===== src/rtl/tile_match_controller_pkg.sv =====
// tile_pkg: shared board constants and sequencer state encoding for the tile matcher
package tile_pkg;
  localparam int NUM_TILES = 16;
  localparam int ADDR_W = $clog2(NUM_TILES);
  localparam int COLOR_W = 8;
  localparam logic [COLOR_W-1:0] DEFAULT_MATCHED_COLOR = 8'h00;
  typedef enum logic [3:0] {IDLE, RD1, CHK1, WAIT2, RD2, CHK2, SHOW, CLR1, CLR2, DONE} tileState;
endpackage


===== src/rtl/tile_match_controller_if.sv =====
// tile_match_controller_if: selection handshake plus tile RAM port A
interface tile_match_controller_if;
  import tile_pkg::*;
  logic sel_valid;
  logic sel_ready;
  logic [ADDR_W-1:0] sel_addr;
  logic [ADDR_W-1:0] ram_addr;
  logic ram_we;
  logic [COLOR_W-1:0] ram_wdata;
  logic [COLOR_W-1:0] ram_rdata;
  modport master (output sel_valid, sel_addr, ram_rdata, input sel_ready, ram_addr, ram_we, ram_wdata);
  modport slave (input sel_valid, sel_addr, ram_rdata, output sel_ready, ram_addr, ram_we, ram_wdata);
endinterface


===== src/rtl/tile_match_controller_reveal_timer.sv =====
// reveal_timer: loadable down-counter; expired flags the last cycle of the interval
module reveal_timer #(
  parameter int REVEAL_CYCLES = 25_000_000,
  localparam int W = $clog2(REVEAL_CYCLES + 1)
) (
  input  logic         clk,
  input  logic         resetn,
  input  logic         load,
  input  logic [W-1:0] load_value,
  output logic         expired
);
  logic [W-1:0] count;
  always_ff @(posedge clk or negedge resetn)
    if (!resetn) count <= '0;
    else if (load) count <= load_value;
    else if (count != '0) count <= count - W'(1);
  assign expired = count == W'(1);
endmodule


===== src/rtl/tile_match_controller.sv =====
// tile_match_controller: pair-selection sequencer for the 16-tile matching game
// Reads both tiles through one RAM port, reveals, then clears or flips them back.
module tile_match_controller
  import tile_pkg::*;
#(
  parameter int REVEAL_CYCLES = 25_000_000,
  parameter int NUM_PAIRS = 8,
  parameter logic [COLOR_W-1:0] MATCHED_COLOR = DEFAULT_MATCHED_COLOR
) (
  input  logic                     clk,
  input  logic                     resetn,
  tile_match_controller_if.slave   bus,
  output logic [ADDR_W-1:0]        first_addr,
  output logic                     first_valid,
  output logic [ADDR_W-1:0]        second_addr,
  output logic                     second_valid,
  output logic                     match_pulse,
  output logic                     mismatch_pulse,
  output logic                     reject_pulse,
  output logic [3:0]               match_count,
  output logic [7:0]               move_count,
  output logic                     game_done
);
  localparam int TW = $clog2(REVEAL_CYCLES + 1);
  tileState state;
  logic [COLOR_W-1:0] colorFirst, colorSecond;
  logic accept, tileCleared, timerLoad, timerExpired;
  assign accept = bus.sel_valid && bus.sel_ready;
  assign tileCleared = bus.ram_rdata == MATCHED_COLOR;
  assign timerLoad = state == CHK2 && !tileCleared;
  reveal_timer #(.REVEAL_CYCLES(REVEAL_CYCLES)) timer (
    .clk(clk),
    .resetn(resetn),
    .load(timerLoad),
    .load_value(TW'(REVEAL_CYCLES)),
    .expired(timerExpired)
  );
  always_ff @(posedge clk or negedge resetn)
    if (!resetn) begin
      state <= IDLE;
      bus.sel_ready <= 1'b0;
      bus.ram_addr <= '0;
      bus.ram_we <= 1'b0;
      bus.ram_wdata <= '0;
      first_addr <= '0;
      first_valid <= 1'b0;
      second_addr <= '0;
      second_valid <= 1'b0;
      match_pulse <= 1'b0;
      mismatch_pulse <= 1'b0;
      reject_pulse <= 1'b0;
      match_count <= '0;
      move_count <= '0;
      game_done <= 1'b0;
      colorFirst <= '0;
      colorSecond <= '0;
    end else begin
      match_pulse <= 1'b0;
      mismatch_pulse <= 1'b0;
      reject_pulse <= 1'b0;
      // sel_ready is registered, so it is set on every transition into IDLE/WAIT2
      case (state)
        IDLE: begin
          bus.sel_ready <= 1'b1;
          if (accept) begin
            bus.ram_addr <= bus.sel_addr;
            first_addr <= bus.sel_addr;
            bus.sel_ready <= 1'b0;
            state <= RD1;
          end
        end
        RD1: state <= CHK1;
        CHK1: begin
          bus.sel_ready <= 1'b1;
          if (tileCleared) begin
            reject_pulse <= 1'b1;
            state <= IDLE;
          end else begin
            colorFirst <= bus.ram_rdata;
            first_valid <= 1'b1;
            state <= WAIT2;
          end
        end
        WAIT2:
          if (accept) begin
            if (bus.sel_addr == first_addr) reject_pulse <= 1'b1;
            else begin
              bus.ram_addr <= bus.sel_addr;
              second_addr <= bus.sel_addr;
              bus.sel_ready <= 1'b0;
              state <= RD2;
            end
          end
        RD2: state <= CHK2;
        CHK2:
          if (tileCleared) begin
            reject_pulse <= 1'b1;
            bus.sel_ready <= 1'b1;
            state <= WAIT2;
          end else begin
            colorSecond <= bus.ram_rdata;
            second_valid <= 1'b1;
            move_count <= move_count + 8'(move_count != 8'hFF);
            state <= SHOW;
          end
        SHOW:
          if (timerExpired) begin
            if (colorFirst == colorSecond) begin
              bus.ram_addr <= first_addr;
              bus.ram_we <= 1'b1;
              bus.ram_wdata <= MATCHED_COLOR;
              state <= CLR1;
            end else begin
              mismatch_pulse <= 1'b1;
              first_valid <= 1'b0;
              second_valid <= 1'b0;
              bus.sel_ready <= 1'b1;
              state <= IDLE;
            end
          end
        CLR1: begin
          bus.ram_addr <= second_addr;
          state <= CLR2;
        end
        CLR2: begin
          bus.ram_we <= 1'b0;
          bus.ram_wdata <= '0;
          match_pulse <= 1'b1;
          match_count <= match_count + 4'd1;
          first_valid <= 1'b0;
          second_valid <= 1'b0;
          if (match_count + 4'd1 == 4'(NUM_PAIRS)) begin
            game_done <= 1'b1;
            state <= DONE;
          end else begin
            bus.sel_ready <= 1'b1;
            state <= IDLE;
          end
        end
        DONE: state <= DONE;
        default: state <= IDLE;
      endcase
    end
endmodule


===== src/flat_wrapper.sv =====
// flat-port wrapper written by rule: the top's interface ports become plain ports
module tile_match_controller_flat import tile_pkg::*;
#(
  parameter int REVEAL_CYCLES = 25_000_000,
  parameter int NUM_PAIRS = 8,
  parameter logic [COLOR_W-1:0] MATCHED_COLOR = DEFAULT_MATCHED_COLOR
)
  (clk, resetn, first_addr, first_valid, second_addr, second_valid, match_pulse, mismatch_pulse, reject_pulse, match_count, move_count, game_done, bus_sel_valid, bus_sel_addr, bus_ram_rdata, bus_sel_ready, bus_ram_addr, bus_ram_we, bus_ram_wdata);
  tile_match_controller_if bus_i ();
  input  logic clk;
  input  logic resetn;
  output logic [ADDR_W-1:0] first_addr;
  output logic first_valid;
  output logic [ADDR_W-1:0] second_addr;
  output logic second_valid;
  output logic match_pulse;
  output logic mismatch_pulse;
  output logic reject_pulse;
  output logic [3:0] match_count;
  output logic [7:0] move_count;
  output logic game_done;
  input wire logic [$bits(bus_i.sel_valid)-1:0] bus_sel_valid;
  input wire logic [$bits(bus_i.sel_addr)-1:0] bus_sel_addr;
  input wire logic [$bits(bus_i.ram_rdata)-1:0] bus_ram_rdata;
  output wire logic [$bits(bus_i.sel_ready)-1:0] bus_sel_ready;
  output wire logic [$bits(bus_i.ram_addr)-1:0] bus_ram_addr;
  output wire logic [$bits(bus_i.ram_we)-1:0] bus_ram_we;
  output wire logic [$bits(bus_i.ram_wdata)-1:0] bus_ram_wdata;
  assign bus_i.sel_valid = bus_sel_valid;
  assign bus_i.sel_addr = bus_sel_addr;
  assign bus_i.ram_rdata = bus_ram_rdata;
  assign bus_sel_ready = bus_i.sel_ready;
  assign bus_ram_addr = bus_i.ram_addr;
  assign bus_ram_we = bus_i.ram_we;
  assign bus_ram_wdata = bus_i.ram_wdata;
  tile_match_controller #(.REVEAL_CYCLES(REVEAL_CYCLES), .NUM_PAIRS(NUM_PAIRS), .MATCHED_COLOR(MATCHED_COLOR)) u_core (.clk(clk), .resetn(resetn), .bus(bus_i), .first_addr(first_addr), .first_valid(first_valid), .second_addr(second_addr), .second_valid(second_valid), .match_pulse(match_pulse), .mismatch_pulse(mismatch_pulse), .reject_pulse(reject_pulse), .match_count(match_count), .move_count(move_count), .game_done(game_done));
endmodule

===== config.mk =====
export PLATFORM = sky130hd
export DESIGN_NAME = tile_match_controller_flat
export DESIGN_NICKNAME = d
export VERILOG_FILES = /design/src/rtl/tile_match_controller_pkg.sv /design/src/rtl/tile_match_controller_if.sv /design/src/rtl/tile_match_controller_reveal_timer.sv /design/src/rtl/tile_match_controller.sv /design/src/flat_wrapper.sv
export SDC_FILE = /design/constraint.sdc
export NUM_CORES = 1
export LEC_CHECK = 0
export ABC_CLOCK_PERIOD_IN_PS = 6330
export CAP_MARGIN = 20
export CORE_MARGIN = 2
export CORE_UTILIZATION = 38
export CTS_CLUSTER_SIZE = 12
export DETAILED_ROUTE_END_ITERATION = 8
export PLACE_DENSITY = 0.61
export SLEW_MARGIN = 10
export SYNTH_ARGS = -nofsm -noshare
export SYNTH_HDL_FRONTEND = slang
export SYNTH_HIERARCHICAL = 1
export SYNTH_SLANG_ARGS = --single-unit

===== constraint.sdc =====
create_clock -name clk -period 6.33 [get_ports clk]
set_input_delay 1.899 -clock clk [delete_from_list [all_inputs] [get_ports clk]]
set_output_delay 1.899 -clock clk [all_outputs]
set_load 0.005 [all_outputs]

Word level (Yosys, flattened, before mapping)
Cells that the tools add are included.
{"block": "word_totals", "regBits": 85, "elab_cells": 115}
{"block": "classes", "n_addsub": 3, "eq_ne": 24, "n_mux": 44, "bitwise": 2, "n_reduce_logical": 24}
{"op": "two-way mux 25 bit", "n": 2}
{"op": "two-way mux 4 bit", "n": 10}
{"op": "one-hot mux 4 bit (10 select lines)", "n": 1}
{"op": "== test 25 x 1 -> 1 bit, second input constant", "n": 1}
{"op": "nonzero test 25 bit", "n": 1}
{"op": "subtractor 25 x 1 -> 25 bit, second input constant", "n": 1}
{"op": "two-way mux 1 bit", "n": 19}
{"op": "== test 4 x 3 -> 1 bit, second input constant", "n": 4}
{"op": "two-way mux 8 bit", "n": 2}
{"op": "one-hot mux 4 bit (4 select lines)", "n": 1}
{"op": "one-hot mux 8 bit (2 select lines)", "n": 1}
{"op": "== test 4 bit, second input constant", "n": 3}
{"op": "!= test 2 bit, second input constant", "n": 6}
{"op": "AND reduction 4 bit", "n": 3}
{"op": "adder 8 x 1 -> 8 bit", "n": 1}
{"op": "== test 4 x 2 -> 1 bit, second input constant", "n": 2}
{"op": "== test 8 bit", "n": 1}
{"op": "zero test 8 bit", "n": 1}
{"op": "!= test 2 x 1 -> 1 bit, second input constant", "n": 4}
{"op": "!= test 8 bit, second input constant", "n": 1}
{"op": "AND reduction 2 bit", "n": 4}
{"op": "AND reduction 7 bit", "n": 1}
{"op": "two-way mux 3 bit", "n": 2}
{"op": "one-hot mux 1 bit (3 select lines)", "n": 2}
{"op": "17 further kinds", "n": 23}

Longest topological paths before layout
{"block": "logic_depth", "depth_word": 4, "ltp_mapped": 8}

Modules after synthesis
The synthesis kept the hierarchy.
{"mod": "tile_match_controller", "instances": 1, "cells_per_inst": 239, "area_per_inst_um2": 2697.6, "seq_area_each_um2": 1301.2}
{"mod": "reveal_timer", "instances": 1, "cells_per_inst": 162, "area_per_inst_um2": 1515.2, "seq_area_each_um2": 625.6}

Worst setup path after synthesis
OpenSTA, ideal clock, no wires.
{"block": "synth_path", "kind": "input -> register", "from": "input port bus_ram_rdata[1]", "to": "register u_core.timer.count[17]", "setup_time_ns": 0.083, "arrival_time_ns": 3.328, "setup_slack_ns": 2.919, "path_stages": 7, "cell_sequence": "nor4_1 -> a211o_1 -> clkinv_1 -> clkbuf_1 -> inv_1 -> nand2_1 -> o21ai_0"}
{"block": "synth_between", "elab_chain_len": 4}
{"element": "start, declared", "line_no": "flat_wrapper.sv:24", "text": "input wire logic [$bits(bus_i.ram_rdata)-1:0] bus_ram_rdata;"}
{"element": "zero test 8 bit (*)", "line_no": "tile_match_controller.sv:29", "text": "assign tileCleared = bus.ram_rdata == MATCHED_COLOR;"}
{"element": "zero test 1 bit (*)", "line_no": "tile_match_controller.sv:30", "text": "assign timerLoad = state == CHK2 && !tileCleared;"}
{"element": "logical AND 1 bit (*)", "line_no": "tile_match_controller.sv:30"}
{"element": "via u_core.timerLoad", "line_no": "tile_match_controller.sv:27", "text": "logic accept, tileCleared, timerLoad, timerExpired;"}
{"element": "two-way mux 25 bit or nonzero test 2 bit (tied branches)"}
{"element": "end signal, assigned", "line_no": "tile_match_controller_reveal_timer.sv:15", "text": "else if (load) count <= load_value;"}
{"element": "end signal, assigned", "line_no": "tile_match_controller_reveal_timer.sv:16", "text": "else if (count != '0) count <= count - W'(1);"}
{"element": "end, declared", "line_no": "tile_match_controller_reveal_timer.sv:12", "text": "logic [W-1:0] count;"}
The timed path passes the listed nets; every way through them passes the cells marked *.
A chain may end at the register's enable or synchronous reset.

Worst setup path in the final report
{"block": "layout_path", "from": "input port bus_ram_rdata[5]", "to": "register u_core.timer.count[21]"}
The elaborated chain is that of the path after synthesis.

==> summary.md <==
| Metric | Value |
|---|---|
| Critical path's largest stage delay | `around 0.56 ns` |
| Via-per-instance ratio | `between 5 and 6` |
| Number of antenna violations at the first check in global routing | `0` |
| Cells after Synth | `approximately 400` |
| FP Rows | `38` |
| Die Span Y | `approximately 110 um` |
| Most used flip-flop cell after synthesis | `dfrtp_1` |
| Count of different cell masters after synthesis | `64` |
| Routed wirelength normalized by instance count | `~14 um` |
| TritonCTS clock tree | `built` |
| Sw Share | `37.45%` |
| Internal Pwr Total | `roughly 0.0014 W` |
| DPL Wire Length | `around 6.1 mm` |
| Wire length of the first global-routing pass | `about 15 mm` |
| Die W | `109.3 um` |
| Hold Crit Class | `flip-flop to flip-flop` |
| Utilization after layout | `between 40 and 50%` |
| Data arrival time at the worst-slack endpoint | `around 4.6 ns` |
| Weighted congestion at the end of routability-driven global placement | `0.7805` |
| Number of nets in the final layout | `491` |
| Syn avg cell area | `approximately 11 sq um` |
| Antenna diode count | `0` |
| I/O pin count | `55` |
| Worst R2R Start | `u_core/state[0]$_DFFE_PN0P_` |
| Clk buf depth | `2` |
| Highest ir drop seen on vdd | `0.1888 mV` |
| Required @ worst endpoint | `about 6.6 ns` |
| Post-synthesis sequential element count | `77` |
| Wire length reported by the detailed router | `slightly below 9 mm` |
| H-tree level count | `3` |
| DR pass1 iterations | `6` |
| Maximum number of pins on one net before global-route repair | `78` |
| Number of synthesized flops with an enable pin | `0` |
| Sink Count | `77` |
| GRT overflow | `0` |
| Seq/Total Area, Yosys | `a little under half` |
| Number of global-route vias before repair | `approximately 3000` |
| Endpoint of the worst hold-timing path | `u_core/game_done$_DFFE_PN0P_` |
| Largest clock skew in the final design | `roughly 0.013 ns` |
| Crit Path Class | `primary input to flip-flop` |
| Cell at the root of the clock tree | `clkbuf_8` |
| Fin Hold WS | `roughly 0.48 ns` |
| Cell count after placement | `a little under 600` |
| Max Cap Violations | `0` |
| Clock Latency Late Sink | `about 0.35 ns` |
| Tcrit/Tclk final | `between 60% and 70%` |
| Layout cells sized above 1 | `approximately 15%` |
| Endpoint of the most critical register-to-register path | `u_core/timer/count[21]$_DFFE_PN0P_` |
| R2R setup slack | `3.50 ns` |
| Clock edge transition at the registers on the reported setup and hold paths | `roughly 0.090 ns` |
| P&R area growth vs syn | `19.90%` |
| Unrepaired setup endpoints after global routing | `no` |
| Number of input and output port buffers inserted | `between 40 and 50` |
| Category of the worst setup path launch point | `primary input` |
| Fmax | `~0.23 GHz` |
| Final Setup Violations | `0` |
| Net switching power figure | `slightly above 0.0008 W` |
| Number of design-rule violations left by the first detailed-router iteration | `between 150 and 200` |
| Portion of total power attributed to the clock network | `between 15 and 20%` |
| Pleak | `between 2 and 2.5 nW` |
| Global routing usage summed across all routing layers | `15.73%` |
| Power share of the sequential group | `43.6%` |
| Final max-slew violation count | `0` |
| Hold Path Stages | `1` |
| Setup_tns | `0 ns` |
| Run status | `complete, no violations` |
| Power consumption | `0.002164 W` |
| Non-filler cells, final | `614` |
| Effective utilization at floorplan | `between 30% and 40%` |
| Post-synthesis instance area | `roughly 4200 sq um` |
| DRC violation count after routing | `0` |
| Max-Slew Margin vs Limit | `~54%` |
| Vias after detailed routing | `approximately 3100` |
| Worst Max-Slew Pin Slew | `0.6814 ns` |
| Number of buffers inserted during clock tree synthesis | `9` |
| Maximum fanout encountered on the critical timing path | `between 40 and 50` |
| Startpoint of the most critical hold path | `u_core/game_done$_DFFE_PN0P_` |
| Area inside the core boundary | `roughly 11000 sq um` |
| Count of instances resized after the clock tree is built | `0` |
| Slowest CP cell | `nor4_1` |
| Chain of cells forming the critical path | `clkdlybuf4s50_1 -> nor4_1 -> a211o_1 -> clkinv_1 -> buf_4 -> inv_1 -> nand2_1 -> o21ai_0` |
| Worst Setup End Kind | `flip-flop` |
| Power per cell area | `about 430 nW/um^2` |
| Synth warn | `6` |
| Hold_buf cts | `0` |
| Combinational share of power | `40.7%` |
| Number of endpoints with negative hold slack in the final report | `0` |
| DIE AREA | `11940 sq um` |
| Setup bufs post-CTS | `0` |
| Share of synthesized registers carrying an async set or reset | `between 90% and 100%` |
| R2R cell count | `7` |
| Antenna-violating nets left | `0` |
| Shortest period the worst path allows | `between 4 and 5 ns` |
## registers in the layout, indices dropped and copies added (netlist names), 4 cells and up
name and flops:
u_core/timer/count 25, u_core/bus.ram_addr 4, u_core/colorFirst 8, u_core/first_addr 4, u_core/match_count 4, u_core/second_addr 4
u_core/move_count 8, u_core/state 4, u_core/colorSecond 8
## cell families after synthesis
| logic type | count (synthesis) | synth area share (%) |
|---|---|---|
| other | 2 | 0.1783 |
| AOI/OAI and AO/OA | 73 | 11.23 |
| adders and majority gates | 7 | 2.079 |
| buffers and inverters | 29 | 3.861 |
| muxes | 37 | 9.860 |
| DFF | 77 | 45.74 |
| xor gates and xnor gates | 36 | 7.485 |
| and+or+nand+nor | 140 | 19.57 |
## worst max-delay path by stage
| stage | start | slack, ns | depth (start not counted) | endpoint |
|---|---|---|---|---|
| global placement | bus_ram_rdata[5] | 1.78 | 8 | u_core/timer/count[19]$_DFFE_PN0P_ |
| finish | bus_ram_rdata[5] | 1.97 | 8 | u_core/timer/count[21]$_DFFE_PN0P_ |
| CTS | bus_ram_rdata[5] | 1.98 | 8 | u_core/timer/count[21]$_DFFE_PN0P_ |
| global route | bus_ram_rdata[5] | 1.67 | 8 | u_core/timer/count[20]$_DFFE_PN0P_ |
| detailed placement | bus_ram_rdata[5] | 1.62 | 8 | u_core/timer/count[21]$_DFFE_PN0P_ |
| floorplan | bus_ram_rdata[1] | 2.92 | 7 | u_core/timer/count[17]$_DFFE_PN0P_ |
## per-layer routing
layer	global-route usage, %	share of wire, %	vias to the layer above
met5	0	0	-
met4	5.154	1.2	0
met3	3.260	3.7	10
met2	25.24	48	50
met1	21.31	47	1472
li1	-	-	1542
## placed cells by master, fill, tap and decap left out, types with 3 or more instances in the layout
cell type	instances
clkbuf_8	9
nand2b_1	6
inv_6	3
xor2_1	9
nor4_2	3
mux2i_1	4
mux2_2	32
o21a_1	3
nor4_1	6
ha_1	7
nand2_1	36
nand4_1	12
xnor2_1	27
nor2_1	18
clkdlybuf4s50_1	45
conb_1	33
a21oi_1	18
nor3_1	7
o21ai_0	23
nand3_1	8
and3_1	6
dfrtp_1	77
o31ai_1	6
or3_1	11
nor2b_1	4
inv_1	5
buf_4	3
a2bb2oi_1	3
## power groups by stage
| stage | logic (W) | clock network (W) | registers (W) |
|---|---|---|---|
| final | 0.000880 | 0.000341 | 0.000943 |
| after global routing | 0.000977 | 0.000383 | 0.000982 |
| after CTS | 0.000886 | 0.000357 | 0.000945 |
| after detailed placement | 0.000882 | 0 | 0.000952 |
| after global placement | 0.000863 | 0 | 0.000948 |
| after floorplan | 0.000655 | 0 | 0.000876 |
## per-stage QoR
| step | area, sq um | setup WS [ns] |
|---|---|---|
| finish | 5051 | 1.974 |
| CTS | 5024 | 1.979 |
| floorplan | 4329 | 2.919 |
| global route | 5051 | 1.667 |
| detailed placement | 4843 | 1.615 |
| global placement | 4843 | 1.777 |
## critical path: cells and delay by family
| kind | cells | cell delay (ns) |
|---|---|---|
| AND/OR/NAND/NOR | 2 | 0.82 |
| AO/OA/AOI/OAI | 2 | 0.77 |
| buffers and inverters | 4 | 1.10 |
## Yosys cell counts (3+ instances only)
| library cell | n | share of area [%] |
|---|---|---|
| nor4_1 | 7 | 1.0 |
| nand2b_1 | 6 | 0.89 |
| and3_1 | 6 | 0.89 |
| nor2_1 | 18 | 1.6 |
| xor2_1 | 9 | 1.9 |
| buf_2 | 7 | 0.83 |
| nand3_1 | 8 | 0.95 |
| a2bb2oi_1 | 3 | 0.62 |
| o21a_1 | 3 | 0.53 |
| inv_1 | 5 | 0.45 |
| nand4_1 | 12 | 1.8 |
| xnor2_1 | 27 | 5.6 |
| mux2_2 | 32 | 8.6 |
| clkbuf_1 | 6 | 0.53 |
| nor3_1 | 7 | 0.83 |
| mux2i_1 | 4 | 0.95 |
| dfrtp_1 | 77 | 46 |
| a21oi_1 | 18 | 2.1 |
| or3_1 | 11 | 1.6 |
| nor2b_1 | 4 | 0.59 |
| nand2_1 | 36 | 3.2 |
| ha_1 | 7 | 2.1 |
| o31ai_1 | 6 | 1.1 |
| buf_4 | 8 | 1.4 |
| o21ai_0 | 23 | 2.7 |
## layout make-up
class | instances | area (sq um)
fillers | 1031 | 5789
clock buffers | 9 | 123.9
flip-flops and latches | 77 | 1927
repair buffers | 49 | 500.5
clock inverters | 7 | 56.30
multi-input cells | 326 | 2246
inverters | 6 | 22.52
well taps | 140 | 175.2
No activity file was read; power rests on OpenSTA's default activity.
